$ cat config.mk
export PLATFORM = sky130hd
export DESIGN_NAME = ghost_loc_ctrl
export DESIGN_NICKNAME = d
export VERILOG_FILES = /design/src/rtl/pacman_pkg.sv /design/src/rtl/ghost_wall_rom.sv /design/src/rtl/ghost_loc_ctrl.sv
export SDC_FILE = /design/constraint.sdc
export NUM_CORES = 1
export LEC_CHECK = 0
export BUFFER_PORTS_ARGS = -buffer_cell sky130_fd_sc_hd__buf_2
export CAP_MARGIN = 15
export CORE_ASPECT_RATIO = 0.9
export CORE_MARGIN = 2
export CORE_UTILIZATION = 64
export CTS_CLUSTER_SIZE = 40
export DETAILED_ROUTE_END_ITERATION = 10
export PLACE_DENSITY = 0.85
export RECOVER_POWER = 100
export SKIP_LAST_GASP = 1
export SYNTH_ARGS = -nofsm -noshare
export SYNTH_HDL_FRONTEND = slang
export SYNTH_SLANG_ARGS = --single-unit
$ cat constraint.sdc
create_clock -name CLOCK_50 -period 25 [get_ports CLOCK_50]
set_input_delay 5 -clock CLOCK_50 [delete_from_list [all_inputs] [get_ports CLOCK_50]]
set_output_delay 5 -clock CLOCK_50 [all_outputs]
set_load 0.01 [all_outputs]
$ cat src/rtl/pacman_pkg.sv
// Shared types, grid constants and small helpers for the Pac-Man game blocks.
// Coordinates are column (x, 0..39) and row (y, 0..29).
package pacman_pkg;

   localparam logic [3:0] CELL_EMPTY      = 4'd0;
   localparam logic [3:0] CELL_DOT        = 4'd1;
   localparam logic [3:0] CELL_PILL       = 4'd2;
   localparam logic [3:0] CELL_WALL       = 4'd3;
   localparam logic [3:0] CELL_PACMAN     = 4'd4;
   localparam logic [3:0] CELL_GHOST      = 4'd5;
   localparam logic [3:0] CELL_GHOST_DOT  = 4'd6;
   localparam logic [3:0] CELL_GHOST_PILL = 4'd7;

   localparam int MAP_W = 40;
   localparam int MAP_H = 30;

   typedef logic [5:0] xcoord_t;
   typedef logic [4:0] ycoord_t;
   typedef logic [6:0] dist_t;

   typedef struct packed {
      xcoord_t x;
      ycoord_t y;
   } cell_t;

   typedef enum logic [1:0] {
      DIR_UP    = 2'd0,
      DIR_DOWN  = 2'd1,
      DIR_LEFT  = 2'd2,
      DIR_RIGHT = 2'd3
   } dir_t;

   typedef enum logic [1:0] {
      ST_IDLE   = 2'd0,
      ST_DECIDE = 2'd1,
      ST_WAIT   = 2'd2
   } ghost_state_t;

   localparam xcoord_t X_COUNT = xcoord_t'(MAP_W);
   localparam ycoord_t Y_COUNT = ycoord_t'(MAP_H);
   localparam xcoord_t X_LAST  = xcoord_t'(MAP_W - 1);
   localparam ycoord_t Y_LAST  = ycoord_t'(MAP_H - 1);

   function automatic logic inGrid(input cell_t c);
      return (c.x < X_COUNT) && (c.y < Y_COUNT);
   endfunction

   // Stepping off column/row 0 wraps to 63/31, which inGrid rejects.
   function automatic cell_t stepCell(input cell_t c, input logic [1:0] dir);
      cell_t n;
      n = c;
      case (dir)
         DIR_UP:   n.y = c.y - 5'd1;
         DIR_DOWN: n.y = c.y + 5'd1;
         DIR_LEFT: n.x = c.x - 6'd1;
         default:  n.x = c.x + 6'd1;
      endcase
      return n;
   endfunction

   function automatic dist_t manhattan(input cell_t a, input cell_t b);
      xcoord_t dx;
      ycoord_t dy;
      dx = (a.x >= b.x) ? (a.x - b.x) : (b.x - a.x);
      dy = (a.y >= b.y) ? (a.y - b.y) : (b.y - a.y);
      return {1'b0, dx} + {2'b00, dy};
   endfunction

   // Strict comparison means the earliest candidate in 'order' wins a tie.
   function automatic cell_t pickCell(input cell_t [3:0]       cand,
                                      input logic  [3:0]       legal,
                                      input logic  [3:0][1:0]  order,
                                      input cell_t             target,
                                      input logic              maximise,
                                      input cell_t             stay);
      cell_t      best;
      dist_t      bestDist;
      dist_t      d;
      logic       found;
      logic [1:0] idx;
      best     = stay;
      bestDist = '0;
      found    = 1'b0;
      for (int k = 0; k < 4; k++) begin
         idx = order[k];
         d   = manhattan(cand[idx], target);
         if (legal[idx] && (!found || (maximise ? (d > bestDist) : (d < bestDist)))) begin
            best     = cand[idx];
            bestDist = d;
            found    = 1'b1;
         end
      end
      return best;
   endfunction

endpackage

$ cat src/rtl/ghost_wall_rom.sv
// Combinational wall bitmap of the maze with two independent read ports.
// The layout mirrors the wall cells of the map RAM; anything off the grid reads as wall.
module ghost_wall_rom
   import pacman_pkg::*;
(
   input  logic [5:0] rdAx_i,
   input  logic [4:0] rdAy_i,
   input  logic [5:0] rdBx_i,
   input  logic [4:0] rdBy_i,
   output logic       wallA_o,
   output logic       wallB_o
);

   localparam cell_t BOX_A = '{x: 6'd5,  y: 5'd5};
   localparam cell_t BOX_B = '{x: 6'd10, y: 5'd5};

   function automatic logic ringOf(input cell_t c, input cell_t centre);
      return ((c.x == centre.x) && ((c.y == centre.y - 5'd1) || (c.y == centre.y + 5'd1))) ||
             ((c.y == centre.y) && ((c.x == centre.x - 6'd1) || (c.x == centre.x + 6'd1)));
   endfunction

   // Outer border plus two enclosed pockets in the upper-left area of the maze.
   function automatic logic wallAt(input cell_t c);
      if (!inGrid(c)) begin
         return 1'b1;
      end
      if ((c.x == '0) || (c.x == X_LAST) || (c.y == '0) || (c.y == Y_LAST)) begin
         return 1'b1;
      end
      return ringOf(c, BOX_A) || ringOf(c, BOX_B);
   endfunction

   assign wallA_o = wallAt(cell_t'({rdAx_i, rdAy_i}));
   assign wallB_o = wallAt(cell_t'({rdBx_i, rdBy_i}));

endmodule

$ cat src/rtl/ghost_loc_ctrl.sv
// Two-ghost location controller: periodically picks each ghost's next cell and
// commits it once the map-RAM writer reports both ghosts rewritten.
module ghost_loc_ctrl
   import pacman_pkg::*;
#(
   parameter int MOVE_PERIOD = 2_500_000,
   parameter int G1_X0       = 19,
   parameter int G1_Y0       = 14,
   parameter int G2_X0       = 20,
   parameter int G2_Y0       = 14
)(
   input  logic        CLOCK_50,
   input  logic        reset,
   input  logic [5:0]  curr_pacman_x,
   input  logic [4:0]  curr_pacman_y,
   input  logic [3:0]  collision_type,
   input  logic [32:0] pill_counter,
   input  logic        wrdone,
   output logic [5:0]  curr_ghost1_x,
   output logic [4:0]  curr_ghost1_y,
   output logic [5:0]  curr_ghost2_x,
   output logic [4:0]  curr_ghost2_y,
   output logic [5:0]  next_ghost1_x,
   output logic [4:0]  next_ghost1_y,
   output logic [5:0]  next_ghost2_x,
   output logic [4:0]  next_ghost2_y
);

   localparam int               CNT_W    = (MOVE_PERIOD > 1) ? $clog2(MOVE_PERIOD) : 1;
   localparam logic [CNT_W-1:0] CNT_LAST = CNT_W'(MOVE_PERIOD - 1);

   localparam cell_t G1_HOME = '{x: xcoord_t'(G1_X0), y: ycoord_t'(G1_Y0)};
   localparam cell_t G2_HOME = '{x: xcoord_t'(G2_X0), y: ycoord_t'(G2_Y0)};

   // Rank k holds the direction tried k-th: ghost1 up/down/left/right, ghost2 left/right/up/down.
   localparam logic [3:0][1:0] G1_ORDER = {DIR_RIGHT, DIR_LEFT, DIR_DOWN, DIR_UP};
   localparam logic [3:0][1:0] G2_ORDER = {DIR_DOWN, DIR_UP, DIR_RIGHT, DIR_LEFT};

   ghost_state_t     state_q, state_d;
   logic [CNT_W-1:0] cnt_q, cnt_d;
   cell_t            g1Curr_q, g1Curr_d;
   cell_t            g2Curr_q, g2Curr_d;
   cell_t            g1Next_q, g1Next_d;
   cell_t            g2Next_q, g2Next_d;

   cell_t [3:0] g1Cand;
   cell_t [3:0] g2Cand;
   logic  [3:0] g1Wall;
   logic  [3:0] g2Wall;
   logic  [3:0] g1Legal;
   logic  [3:0] g2Legal;
   cell_t       g1Pick;
   cell_t       g2Pick;
   cell_t       pacCell;
   logic        frightened;
   logic        caught;

   assign pacCell    = '{x: curr_pacman_x, y: curr_pacman_y};
   assign frightened = |pill_counter;
   assign caught     = collision_type inside {CELL_GHOST, CELL_GHOST_DOT, CELL_GHOST_PILL};

   always_comb begin
      for (int d = 0; d < 4; d++) begin
         g1Cand[d] = stepCell(g1Curr_q, 2'(d));
         g2Cand[d] = stepCell(g2Curr_q, 2'(d));
      end
   end

   // One ROM per direction: port A serves ghost1's candidate, port B ghost2's.
   for (genvar d = 0; d < 4; d++) begin : genRom
      ghost_wall_rom uRom (
         .rdAx_i  (g1Cand[d].x),
         .rdAy_i  (g1Cand[d].y),
         .rdBx_i  (g2Cand[d].x),
         .rdBy_i  (g2Cand[d].y),
         .wallA_o (g1Wall[d]),
         .wallB_o (g2Wall[d])
      );
   end

   // Ghost1 avoids ghost2's pending target; ghost2 then avoids ghost1's fresh choice.
   always_comb begin
      for (int d = 0; d < 4; d++) begin
         g1Legal[d] = !g1Wall[d] && inGrid(g1Cand[d]) && (g1Cand[d] != g2Next_q);
      end
      g1Pick = pickCell(g1Cand, g1Legal, G1_ORDER, pacCell, frightened, g1Curr_q);
      for (int d = 0; d < 4; d++) begin
         g2Legal[d] = !g2Wall[d] && inGrid(g2Cand[d]) && (g2Cand[d] != g1Pick);
      end
      g2Pick = pickCell(g2Cand, g2Legal, G2_ORDER, pacCell, frightened, g2Curr_q);
   end

   always_comb begin
      state_d  = state_q;
      cnt_d    = cnt_q;
      g1Curr_d = g1Curr_q;
      g2Curr_d = g2Curr_q;
      g1Next_d = g1Next_q;
      g2Next_d = g2Next_q;
      case (state_q)
         ST_IDLE: begin
            if (cnt_q == CNT_LAST) begin
               cnt_d   = '0;
               state_d = ST_DECIDE;
            end else begin
               cnt_d = cnt_q + 1'b1;
            end
         end
         ST_DECIDE: begin
            if (caught) begin
               g1Next_d = g1Curr_q;
               g2Next_d = g2Curr_q;
            end else begin
               g1Next_d = g1Pick;
               g2Next_d = g2Pick;
            end
            // With nothing to redraw the writer never answers, so do not wait for it.
            if ((g1Next_d == g1Curr_q) && (g2Next_d == g2Curr_q)) begin
               state_d = ST_IDLE;
            end else begin
               state_d = ST_WAIT;
            end
         end
         ST_WAIT: begin
            if (wrdone) begin
               g1Curr_d = g1Next_q;
               g2Curr_d = g2Next_q;
               cnt_d    = '0;
               state_d  = ST_IDLE;
            end
         end
         default: begin
            state_d = ST_IDLE;
            cnt_d   = '0;
         end
      endcase
   end

   always_ff @(posedge CLOCK_50) begin
      if (!reset) begin
         state_q  <= ST_IDLE;
         cnt_q    <= '0;
         g1Curr_q <= G1_HOME;
         g2Curr_q <= G2_HOME;
         g1Next_q <= G1_HOME;
         g2Next_q <= G2_HOME;
      end else begin
         state_q  <= state_d;
         cnt_q    <= cnt_d;
         g1Curr_q <= g1Curr_d;
         g2Curr_q <= g2Curr_d;
         g1Next_q <= g1Next_d;
         g2Next_q <= g2Next_d;
      end
   end

   assign curr_ghost1_x = g1Curr_q.x;
   assign curr_ghost1_y = g1Curr_q.y;
   assign curr_ghost2_x = g2Curr_q.x;
   assign curr_ghost2_y = g2Curr_q.y;
   assign next_ghost1_x = g1Next_q.x;
   assign next_ghost1_y = g1Next_q.y;
   assign next_ghost2_x = g2Next_q.x;
   assign next_ghost2_y = g2Next_q.y;

endmodule

==> results of run 1 <==
[cell type report]
| class | count | area [um^2] |
|---|---|---|
| multi-input cells | 1398 | 11200 |
| fillers | 1668 | 6370 |
| flip-flops and latches | 68 | 1360 |
| repair buffers | 114 | 539 |
| inverters | 128 | 480 |
| well taps | 260 | 325 |
| clock buffers | 11 | 253 |
| clock inverters | 5 | 81.3 |
[power by group]
part	internal, uW	switching [uW]
Sequential	109	0.581
Clock	92.9	47.8
Combinational	405	616
Total	606	664
[flip-flops by register name, indices dropped and copies added, names as in the netlist]
name / count
cnt_q: 22
next_ghost2_x: 6
next_ghost1_x: 6
curr_ghost2_y: 5
curr_ghost1_x: 6
curr_ghost2_x: 6
curr_ghost1_y: 5
state_q: 2
next_ghost1_y: 5
next_ghost2_y: 5
[path summary, 6_finish.rpt]
check	from	cells past startpoint	endpoint	slack (ps)
setup / recovery	curr_pacman_x[1]	87	next_ghost2_x[4]	1300
hold reg to reg	next_ghost1_x[5]	2	curr_ghost1_x[5]	490
setup reg to reg	curr_ghost1_y[1]	88	next_ghost2_x[4]	4960
hold / removal	next_ghost1_x[5]	2	curr_ghost1_x[5]	490
[critical path, delay by kind of cell]
family | cells | cell delay (ps)
AND/OR/NAND/NOR | 22 | 3540
XOR/XNOR | 3 | 550
AO/OA/AOI/OAI | 45 | 9440
buffers and inverters | 5 | 1240
adder cells (fa/ha/maj) | 8 | 2600
multiplexers | 4 | 1510
[stage by stage]
step	total power, uW	utilization	instances	instance area, um^2
2_1_floorplan	894	-	1661	13400
3_3_place_gp	1060	0.678	1967	14000
3_5_place_dp	1090	0.678	1967	14000
4_1_cts	1230	0.694	1983	14300
5_1_grt	1370	0.692	1984	14300
6_report	1270	0.692	1984	14300
[layout by cell type (no fill, tap or decap), types with 8 or more instances in the layout]
cell,instances
xnor2_1,111
fa_1,32
nand2b_1,17
nor3_1,27
nor4_1,9
ha_1,219
nand2_1,97
a221o_1,10
a31o_2,8
inv_1,125
buf_2,62
mux2i_1,47
o211ai_1,28
nand3_1,34
o21a_1,10
clkbuf_1,45
dfxtp_1,68
a21o_1,38
and3_1,16
nor2_1,117
a211oi_1,18
nand4_1,24
o21bai_1,25
mux2_2,28
a21oi_1,124
clkbuf_16,9
a31oi_1,16
or3_1,13
o21ai_0,81
xor2_1,48
nor2b_1,27
[layer usage]
| metal | up-vias | track usage | share of wire |
|---|---|---|---|
| li1 | 6119 | - | - |
| met1 | 6349 | 0.565 | 0.42 |
| met2 | 933 | 0.591 | 0.42 |
| met3 | 136 | 0.0606 | 0.13 |
| met4 | 0 | 0.141 | 0.036 |
| met5 | - | 0 | 0 |
[cells in the mapped netlist (32+ instances only)]
library cell,n
ha_1,219
a21oi_1,125
inv_1,125
nor2_1,117
xnor2_1,111
nand2_1,97
o21ai_0,81
dfxtp_1,68
xor2_1,48
mux2i_1,47
clkbuf_1,41
a21o_1,38
nand3_1,34
fa_1,32
[cell families (layout without fill, tap and decap cells)]
family	count (synthesis)	in the layout	synth area share
DFF	68	68	0.102
xor gates and xnor gates	165	165	0.113
and+or+nand+nor	432	432	0.167
muxes	75	75	0.0588
adders and majority gates	251	251	0.253
buffers and inverters	195	258	0.0592
AOI/OAI and AO/OA	475	475	0.247
==> run metrics, run 1 <==
status=finished, violations left; failing checks=capacitance limit, slew limit; H-tree Lvls=3; Setup CP Type=in -> reg; Area Growth Syn to Fin=6.83%; clock latency on the worst-skew pair=340 ps; post-synth top area cell=ha_1; first-pass GRT wire length=68500 um; drt wl/cell=22.3 um; Synth Warn #=0; arrival time worst endpoint=23950 ps; worst hold margin=486 ps; Pins Over Slew Limit=35; CTS tree=done; # port buffers=94; dpl hpwl=34500 um; Crit. End Element=flip-flop; Seq/Total Area, Yosys=0.102; largest net degree at the start of global routing=36; Post-synth EDFFs=0; top cells by area, synth=ha_1 (21%), dfxtp_1 (10%), xnor2_1 (7.3%); Initial Util=0.647; Hold-fix buffers, CTS=0; Residual DRC=0; layout cells sized above 1=0.103; nets=2021; total track usage=0.392; overall die height=141 um; Pleak=0.00633 uW; Max FO, Critical Path=19; CTS buffer count=9; TritonCTS Sinks=68; initial antenna violation count=0; MaxCap Viol Count=1; Syn Inst Count=1661; CP max stage delay=580 ps; gr ovfl total=0; Detailed Route WL=44200 um; Unique masters post-synth=111; cell mode on critical path=a21oi_1; cell area after synthesis=13400 um^2; die width=156 um; Fin Setup TNS=0 ps; min cycle time layout=23700 ps; RSZ-0062 raised after global routing=no; Syn Nets=1963; post-CTS setup buffer count=0; drt pass-1 iters=6; CP max stage cell=o41a_2; DR iter-0 viols=1709; Worst Slack Setup Final=1300 ps; slew margin rel.=-0.0668; clk root buf=clkbuf_16; DR vias/cell=6.82; Ports=95; Routed Antenna Nets=0; cell row count=50; fmax=0.0422 GHz; worst hold path type=reg -> reg; Post-CTS Resized=0; Setup crit start kind=input port; Most used DFF post-synth=dfxtp_1; post-synthesis async set-or-reset flop share=0; Tcrit/Tclk final=0.948; Placer Congestion=1.07; maximum clock path buffer count=2; final setup vio count=0; Fin. Hold Viols=0; via count=13500; DIE AREA=22100 um^2; Avg Synthesized Cell Area=8.05 um^2; post-synth top area share=0.205; number of global-route vias before repair=12600; critical path required time=25250 ps; actual slew at the worst max-slew pin=1600 ps; Ant. Diodes=0; worst slack, placed=914 ps; pwr/cell area=89.0 nW/um^2; maximum vdd drop=72.7 uV; core region area=20600 um^2; Final Skew=8.86 ps; flip-flop and latch count after synthesis=68; Reg clk slew, reported paths=60 ps
No activity file was read; power rests on OpenSTA's default activity.
==> inputs of run 2 (changes only) <==
CORE_UTILIZATION = 65   (was 64)
CTS_CLUSTER_DIAMETER = 50   (was unset)
PLACE_DENSITY = 0.86   (was 0.85)
clock period = 27.8 ns   (was 25 ns; I/O delays follow)
==> run metrics, run 2 (synthesis results as in run 1) <==
Hold Path End=curr_ghost1_y[4]; cell mode on critical path=a21oi_1; core region area=20000 um^2 (-2.9%); dpl hpwl=35400 um (+2.6%); delay-heaviest family, CP=compound AO/OA/AOI/OAI gates; Ports=95 (unchanged); Setup CP Type=in -> reg; Reg2Reg Depth=88 (unchanged); overall die height=140 um (-0.75%); Power Internal=524 uW (-14%); R2R setup slack=7270 ps (+2310 ps); TritonCTS Sinks=68 (unchanged); min cycle time layout=25410 ps; Worst Slack Setup Final=2390 ps (+1080 ps); hold depth=2 (unchanged); Final Skew=3.55 ps (-5.31 ps); clk root buf=clkbuf_16; reg2reg end=next_ghost2_x[2]; Initial Util=0.667 (+0.0193); critical path required time=28020 ps (+2770 ps); largest net degree at the start of global routing=36 (unchanged); Area Growth Syn to Fin=6.37%; maximum vdd drop=67.5 uV (-7.2%); Reg with most FFs=cnt_q; worst slack, placed=3200 ps (+2290 ps); H-tree Lvls=3 (unchanged); Ant. Diodes=0 (unchanged); maximum clock path buffer count=2 (unchanged); arrival time worst endpoint=25640 ps (+1690 ps); CTS buffer count=9 (unchanged); clock group share of total power=0.099 (-0.012); register share of total power=0.088 (+0.002); via count=13500 (-0.52%); Residual DRC=0 (unchanged); drt pass-1 iters=6 (unchanged); DIE AREA=21700 um^2 (-1.5%); # port buffers=94 (unchanged); Fin. Hold Viols=0 (unchanged); layout cells sized above 1=0.0991 (-0.00354); CP max stage cell=a21oi_1; Routed Antenna Nets=0 (unchanged); sw frac=0.532 (+0.00886); max reg flops=22 (unchanged); total track usage=0.403 (+0.0112); Detailed Route WL=44900 um (+1.5%); nets=2022 (+0.049%); pwr/cell area=78.6 nW/um^2 (-12%); status=finished, violations left; CP max stage delay=720 ps (+140 ps); DR vias/cell=6.80 (-0.32%); number of global-route vias before repair=12700 (+0.81%); final setup vio count=0 (unchanged); DR iter-0 viols=1657 (-3.0%); Pins Over Slew Limit=35 (unchanged); gr ovfl total=0 (unchanged); die width=155 um (-0.75%); RSZ-0062 raised after global routing=no; failing checks=capacitance limit, slew limit; clock latency on the worst-skew pair=330 ps (about the same); Tcrit/Tclk final=0.914; worst path bufs/invs=5 (unchanged); most frequent cells in the layout=ha_1 (219), inv_1 (125), a21oi_1 (125), nor2_1 (117), xnor2_1 (111); CTS tree=done; reg-to-reg critical path startpoint=curr_ghost1_x[0]; first-pass GRT wire length=69300 um (+1.1%); worst hold path type=reg -> reg; Placer Congestion=1.04 (-2.8%); drt wl/cell=22.7 um (+1.7%); Crit path depth=88 (+1.1%); cell row count=49 (-2.0%); most common cell after layout, fill and taps aside=ha_1; Crit. End Element=flip-flop; logic gate share of total power=0.813 (+0.010); actual slew at the worst max-slew pin=1570 ps (-32.1 ps); Hold-fix buffers, CTS=0 (unchanged); switching pwr=594 uW (-11%); slew margin rel.=-0.0454 (+0.0214); Post-CTS Resized=0 (unchanged); Fin Setup TNS=0 ps (unchanged); Max FO, Critical Path=19 (unchanged); PnR Total Power=1120 uW (-12%); Reg clk slew, reported paths=50 ps (about the same); initial antenna violation count=0 (unchanged); Pleak=0.00630 uW (-0.40%); post-CTS setup buffer count=0 (unchanged); min-delay src=next_ghost1_y[4]; MaxCap Viol Count=1 (unchanged); fmax=0.0393 GHz; Setup crit start kind=input port
run 2: cell types whose count changed in the layout (fill, tap and decap cells not counted), sizes merged:
cell	before	now
bufinv	2	1
clkinv	3	5
inv	127	126
clkbuf	56	57
run 2: power by group through the flow:
| stage | Sequential (uW) | Combinational [uW] | Clock (uW) |
|---|---|---|---|
| 3_3_place_gp | 100 | 854 | 0 |
| 3_5_place_dp | 100 | 876 | 0 |
| 6_report | 98.3 | 909 | 110 |
| 2_1_floorplan | 100 | 704 | 0 |
| 4_1_cts | 98.4 | 881 | 110 |
| 5_1_grt | 98.3 | 991 | 114 |
run 2: how the worst max path moves through the flow:
stage,to,startpoint,slack [ps]
final,next_ghost2_x[2],curr_pacman_x[1],2390
after global routing,next_ghost2_y[1],curr_pacman_x[1],790
after CTS,next_ghost2_x[4],curr_pacman_x[1],3480
after detailed placement,next_ghost2_x[4],curr_pacman_x[1],3200
after global placement,next_ghost2_x[5],curr_pacman_x[1],3760
after floorplan,next_ghost2_x[5],curr_pacman_x[1],5910
run 2: layer usage:
layer,GRT usage,vias to the layer above,wire (um)
met5,0,-,0
met2,0.585,924,17900
li1,-,6111,-
met3,0.113,152,6430
met4,0.135,0,1740
met1,0.574,6280,18800
run 2: final cells by class:
class	instances	area (um^2)
clock inverter	5	52.6
timing repair buffer	115	561
tap	255	319
sequential	68	1360
fill	1590	5830
clock buffer	11	233
inverter	128	480
multi-input combinational	1398	11200
run 2: through the flow:
stage | hold WS, ps | util | instance area (um^2) | instances
final | 479 | 0.709 | 14200 | 1980
after global routing | 498 | 0.709 | 14200 | 1980
after CTS | 479 | 0.713 | 14300 | 1979
after detailed placement | 465 | 0.698 | 14000 | 1963
after global placement | 462 | 0.698 | 14000 | 1963
after floorplan | 462 | - | 13400 | 1661
run 2: worst reg2reg max path, delay by kind of cell, from the launching register on:
| kind | cells | cell delay [ps] |
|---|---|---|
| and+or+nand+nor | 24 | 4250 |
| muxes | 4 | 1400 |
| xor gates and xnor gates | 3 | 550 |
| DFF | 1 | 300 |
| adders and majority gates | 8 | 2620 |
| buffers and inverters | 5 | 1800 |
| AOI/OAI and AO/OA | 44 | 9510 |
